$ cat src/rtl/uart_arb_pkg.sv
// Shared types and constants for the UART transmit arbiter and its helpers.
package uart_arb_pkg;

    localparam int MAX_REQ = 8;

    typedef enum logic [1:0] {
        ST_IDLE,
        ST_LAUNCH,
        ST_HOLDOFF,
        ST_WAIT_RDY
    } arb_state_t;

    // Index width for a range of n values, never narrower than one bit.
    function automatic int idx_width(input int n);
        return (n > 1) ? $clog2(n) : 1;
    endfunction

endpackage

$ cat src/rtl/rr_pick.sv
// Rotate-priority encoder: first set request at or after ptr_i, wrapping modulo N.
module rr_pick
    import uart_arb_pkg::*;
#(
    parameter int N  = 2,
    parameter int IW = idx_width(N)
) (
    input  logic [N-1:0]  req_i,
    input  logic [IW-1:0] ptr_i,
    output logic [IW-1:0] idx_o,
    output logic          found_o
);

    logic [2*N-1:0] rot;

    always_comb begin : pick
        int s;
        s       = 0;
        rot     = {req_i, req_i} >> ptr_i;
        idx_o   = '0;
        found_o = 1'b0;
        // Walk from the far end so the closest request to the pointer wins.
        for (int k = N - 1; k >= 0; k--) begin
            if (rot[k]) begin
                s = int'(ptr_i) + k;
                if (s >= N) s = s - N;
                idx_o   = IW'(s);
                found_o = 1'b1;
            end
        end
    end

endmodule

$ cat src/rtl/uart_tx_arbiter.sv
// Round-robin, packet-locked arbiter sharing one UART transmitter among NUM_REQ byte streams.
module uart_tx_arbiter
    import uart_arb_pkg::*;
#(
    parameter int NUM_REQ   = 2,
    parameter int MAX_BURST = 0,
    parameter int HOLDOFF   = 2
) (
    input  logic                 clk_i,
    input  logic                 reset_n_i,
    input  logic [NUM_REQ-1:0]   req_valid_i,
    input  logic [NUM_REQ*8-1:0] req_data_i,
    input  logic [NUM_REQ-1:0]   req_last_i,
    output logic [NUM_REQ-1:0]   req_ready_o,
    output logic [NUM_REQ-1:0]   grant_o,
    output logic [7:0]           uart_data_o,
    output logic                 uart_valid_o,
    input  logic                 uart_ready_i,
    output logic                 busy_o
);

    localparam int IW = idx_width(NUM_REQ);
    localparam int BW = (MAX_BURST > 0) ? $clog2(MAX_BURST + 1) : 1;
    localparam int HW = idx_width(HOLDOFF);

    arb_state_t         state_q, state_d;
    logic               lock_q;
    logic               rel_q;
    logic [IW-1:0]      rr_ptr_q;
    logic [IW-1:0]      owner_q;
    logic [NUM_REQ-1:0] grant_q;
    logic [7:0]         data_q;
    logic [BW-1:0]      burst_q;
    logic [HW-1:0]      hold_q;

    logic [NUM_REQ-1:0] elig;
    logic [NUM_REQ-1:0] win_oh;
    logic [IW-1:0]      win_idx;
    logic               win_found;
    logic [7:0]         win_data;
    logic               win_last;
    logic               burst_hit;
    logic               release_now;
    logic               accept;
    logic               hold_done;

    // While locked only the owner may be served, even if others are waiting.
    for (genvar gi = 0; gi < NUM_REQ; gi++) begin : g_elig
        assign elig[gi]   = req_valid_i[gi] & (~lock_q | (owner_q == IW'(gi)));
        assign win_oh[gi] = (win_idx == IW'(gi));
    end

    rr_pick #(
        .N  (NUM_REQ),
        .IW (IW)
    ) u_pick (
        .req_i   (elig),
        .ptr_i   (rr_ptr_q),
        .idx_o   (win_idx),
        .found_o (win_found)
    );

    always_comb begin
        win_data = '0;
        for (int k = 0; k < NUM_REQ; k++) begin
            if (win_oh[k]) win_data = req_data_i[8*k +: 8];
        end
    end

    assign win_last    = |(req_last_i & win_oh);
    assign burst_hit   = (MAX_BURST != 0) && ((int'(burst_q) + 1) == MAX_BURST);
    assign release_now = win_last | burst_hit;
    assign hold_done   = (hold_q == HW'(HOLDOFF - 1));
    assign accept      = reset_n_i && (state_q == ST_IDLE) && uart_ready_i && win_found;

    always_ff @(posedge clk_i or negedge reset_n_i) begin
        if (!reset_n_i) begin
            state_q <= ST_IDLE;
        end else begin
            state_q <= state_d;
        end
    end

    always_comb begin
        state_d = state_q;
        case (state_q)
            ST_IDLE:     if (accept) state_d = ST_LAUNCH;
            ST_LAUNCH:   state_d = ST_HOLDOFF;
            ST_HOLDOFF:  if (hold_done) state_d = ST_WAIT_RDY;
            ST_WAIT_RDY: if (uart_ready_i) state_d = ST_IDLE;
            default:     state_d = ST_IDLE;
        endcase
    end

    always_comb begin
        req_ready_o  = accept ? win_oh : '0;
        uart_valid_o = (state_q == ST_LAUNCH);
        busy_o       = (state_q != ST_IDLE) || lock_q;
        grant_o      = grant_q;
        uart_data_o  = data_q;
    end

    always_ff @(posedge clk_i or negedge reset_n_i) begin
        if (!reset_n_i) begin
            lock_q   <= 1'b0;
            rel_q    <= 1'b0;
            rr_ptr_q <= '0;
            owner_q  <= '0;
            grant_q  <= '0;
            data_q   <= '0;
            burst_q  <= '0;
            hold_q   <= '0;
        end else begin
            if (state_q == ST_HOLDOFF) begin
                hold_q <= hold_q + HW'(1);
            end else begin
                hold_q <= '0;
            end

            if (accept) begin
                data_q  <= win_data;
                grant_q <= win_oh;
                owner_q <= win_idx;
                lock_q  <= 1'b1;
                rel_q   <= release_now;
                if (release_now) begin
                    rr_ptr_q <= (win_idx == IW'(NUM_REQ - 1)) ? '0 : win_idx + IW'(1);
                    burst_q  <= '0;
                end else if (burst_q != '1) begin
                    burst_q <= burst_q + BW'(1);
                end
            end

            // Ownership is held until the released byte has fully left the transmitter.
            if ((state_q == ST_WAIT_RDY) && uart_ready_i && rel_q) begin
                lock_q  <= 1'b0;
                rel_q   <= 1'b0;
                grant_q <= '0;
            end
        end
    end

endmodule
$ cat config.mk
export PLATFORM = sky130hd
export DESIGN_NAME = uart_tx_arbiter
export DESIGN_NICKNAME = d
export VERILOG_FILES = /design/src/rtl/uart_arb_pkg.sv /design/src/rtl/rr_pick.sv /design/src/rtl/uart_tx_arbiter.sv
export SDC_FILE = /design/constraint.sdc
export NUM_CORES = 1
export LEC_CHECK = 0
export BUFFER_PORTS_ARGS = -buffer_cell sky130_fd_sc_hd__buf_2
export CORE_ASPECT_RATIO = 1.2
export CORE_UTILIZATION = 42
export CTS_CLUSTER_DIAMETER = 150
export DETAILED_ROUTE_END_ITERATION = 6
export PLACE_DENSITY = 0.77
export SYNTH_ARGS = -nofsm -noshare
export SYNTH_HDL_FRONTEND = slang
export SYNTH_SLANG_ARGS = --single-unit
$ cat constraint.sdc
create_clock -name clk_i -period 1.7 [get_ports clk_i]
set_clock_uncertainty 0.2 [all_clocks]
set_input_delay 0.085 -clock clk_i [delete_from_list [all_inputs] [get_ports clk_i]]
set_output_delay 0.085 -clock clk_i [all_outputs]
set_load 0.02 [all_outputs]
==> results.json <==
{
  "first_global_vias": 908,
  "fin_nets": 185,
  "p_per_area_nw_per_um2": 1490,
  "cts_root_buf": "clkbuf_4",
  "antenna_left": 0,
  "drive_gt1_share_pct": 49.7,
  "die_area_um2": 2380,
  "io_pins": 37,
  "period_share_pct": 116,
  "startpoint_type": "flip-flop",
  "cts_buffer_depth": 2,
  "grt_remaining_overflow": 0,
  "synth-edff-count": 0,
  "syn_to_final_growth_pct": 71.2,
  "critPathMaxFanout": 5,
  "async_reset_ff_share_pct": 100,
  "synth_most_common_cell": "dfrtp_1",
  "finalMaxSlewViolations": 0,
  "crit_type": "flip-flop to output pin",
  "fin_crit_ns": 1.98,
  "grt_use_total_pct": 25.4,
  "rsz0062_at_grt": "yes",
  "grt_pass1_wl_um": 4270,
  "portBuffers": 36,
  "holdCritPathClass": "primary input to flip-flop",
  "drv_cap": 0,
  "syn_inst": 84,
  "status": "finished with violations",
  "route.vias.total": 904,
  "yosys.area.top_type": "dfrtp_1",
  "synth_top_area_share_pct": 46.2,
  "max_slew_margin_pct": 83.2,
  "dp.cells": 154,
  "initial_utilization_pct": 44.4,
  "dpl_worst_slack_ns": -0.0837,
  "syn-num-nets": 111,
  "core_um2": 2070,
  "num_rows": 18,
  "crit_required_ns": 1.41,
  "gp_congestion": 0.830,
  "violations": "negative setup slack",
  "leakagePower_nw": 0.777,
  "ys_seq_area_share_pct": 46.2,
  "die_x_um": 44.7,
  "yosys.cell_types.count": 28,
  "htreeDepth": 1,
  "cts_buffers": 3,
  "synth-seq-cells": 17,
  "ys.flop_type": "dfrtp_1",
  "dr.pass1.iters": 4,
  "cp-end-kind": "output pin",
  "grt_max_degree": 18,
  "setup_ws_ns": -0.278,
  "fillers": 149,
  "setup_viol_count_final": 14,
  "synth_common_cells": "dfrtp_1 (17), nand2_1 (13), mux2i_1 (8), o21ai_1 (8)",
  "hold_violations": 0,
  "hpwl_um": 1490,
  "drcViolationCount": 0,
  "clkTransAtPathRegs_ns": 0.10,
  "drt-wirelength-per-cell_um": 14.5,
  "cts_sinks": 17,
  "worstPathArrival_ns": 1.69,
  "max-vdd-ir-drop_mv": 1.00,
  "fin_cells": 187,
  "yosysWarnings": 0,
  "drtIter0Drc": 13,
  "finalWirelength_um": 2720,
  "synth_area_leaders": "dfrtp_1 (46%), mux2i_1 (8.7%), ha_1 (5.4%)",
  "antenna_found_initial": 0,
  "worst_pin_slew_ns": 0.253,
  "via_per_inst": 4.83,
  "avgSynthCellArea_um2": 11.0,
  "insertedDiodeCount": 0,
  "fp.dieH_um": 53.3,
  "syn-cell-area_um2": 921,
  "fmax_mhz": 505,
  "cts_tree": "built",
  "insertion_delay_ns": 0.29
}
## critical path: stages (launching register included)
cell	delay, ns
dfrtp_1	0.44
or3b_4	0.40
and3_4	0.20
or2b_4	0.21
inv_2	0.04
buf_6	0.12
## final timing paths
| path | startpoint | to | slack [ns] | depth (start not counted) |
|---|---|---|---|---|
| worst max-delay path | lock_q$_DFFE_PN0P_ | req_ready_o[1] | -0.28 | 5 |
| worst min-delay path | req_valid_i[1] | rr_ptr_q$_DFFE_PN0P_ | 0.05 | 3 |
| worst max register to register | state_q[1]$_DFFE_PN0P_ | state_q[1]$_DFFE_PN0P_ | -0.16 | 6 |
| worst min register to register | uart_data_o[2]$_DFFE_PN0P_ | uart_data_o[2]$_DFFE_PN0P_ | 0.29 | 2 |
| max in group asynchronous | reset_n_i | uart_data_o[6]$_DFFE_PN0P_ | 0.99 | 3 |
| min in group asynchronous | reset_n_i | lock_q$_DFFE_PN0P_ | 0.12 | 3 |
## sequential cells by signal (all words and copies together) (netlist names)
signal / count
owner_q: 1
hold_done: 1
rr_ptr_q: 1
lock_q: 1
rel_q: 1
uart_data_o: 8
state_q: 2
grant_o: 2
## timing repair
item,CTS,global route
setup buffers,6,5
endpoints found under the hold margin,27,0
setup endpoints to repair,13,17
resized for setup,14,14
hold buffers,19,0
pin swaps,5,5
gates cloned,0,0
## power breakdown
group,switching (mW),internal (mW)
clock,0.132,0.0914
combinational,0.677,0.730
sequential,0.129,0.590
## cells by family after synthesis
| logic type | count (synthesis) | share of synthesized area (%) |
|---|---|---|
| muxes | 9 | 10.3 |
| DFF | 17 | 46.2 |
| adders and majority gates | 4 | 5.43 |
| buffers and inverters | 8 | 5.30 |
| AOI/OAI and AO/OA | 19 | 16.4 |
| and+or+nand+nor | 27 | 16.3 |
## stage by stage
stage | instance area (µm²) | hold slack, ns | TNS, ns | util (%) | total power, mW
after floorplan | 931 | -0.411 | 0 | - | 1.42
after global placement | 1180 | -0.111 | 0 | 57.1 | 1.70
after detailed placement | 1180 | -0.0955 | -0.397 | 57.1 | 1.75
after CTS | 1500 | 0.0394 | -1.71 | 72.2 | 2.14
after global routing | 1580 | 0.0687 | -2.74 | 76.1 | 2.52
final | 1580 | 0.0525 | -1.89 | 76.1 | 2.35
## placed cells by master, fill, tap and decap left out, drive strengths merged
master	instances
a211oi	2
a21boi	1
a21oi	3
and3	3
buf	53
clkbuf	4
dfrtp	17
dlygate4sd3	19
ha	4
inv	5
mux2	1
mux2i	8
nand2	13
nand3	1
nor2	1
nor2b	4
nor3	1
o2111ai	1
o211ai	1
o21ai	8
o21bai	1
o221a	1
o32a	1
or2b	2
or3b	2
## routing by layer
metal | wire (µm) | GRT usage (%) | up-vias
met2 | 1580 | 44.1 | 19
met1 | 1040 | 30.8 | 443
met4 | 41 | 10.6 | 0
met3 | 55 | 3.75 | 4
li1 | - | - | 438
met5 | 0 | 0 | -
## area by class of cell
class	instances	area (µm²)	area share, %
well taps	30	37.5	2.38
repair buffers	72	557	35.3
flip-flops and latches	17	425	27.0
multi-input cells	59	512	32.5
inverters	5	18.8	1.19
clock buffers	4	26.3	1.67
Note: power is estimated with default switching activity, not from simulation.
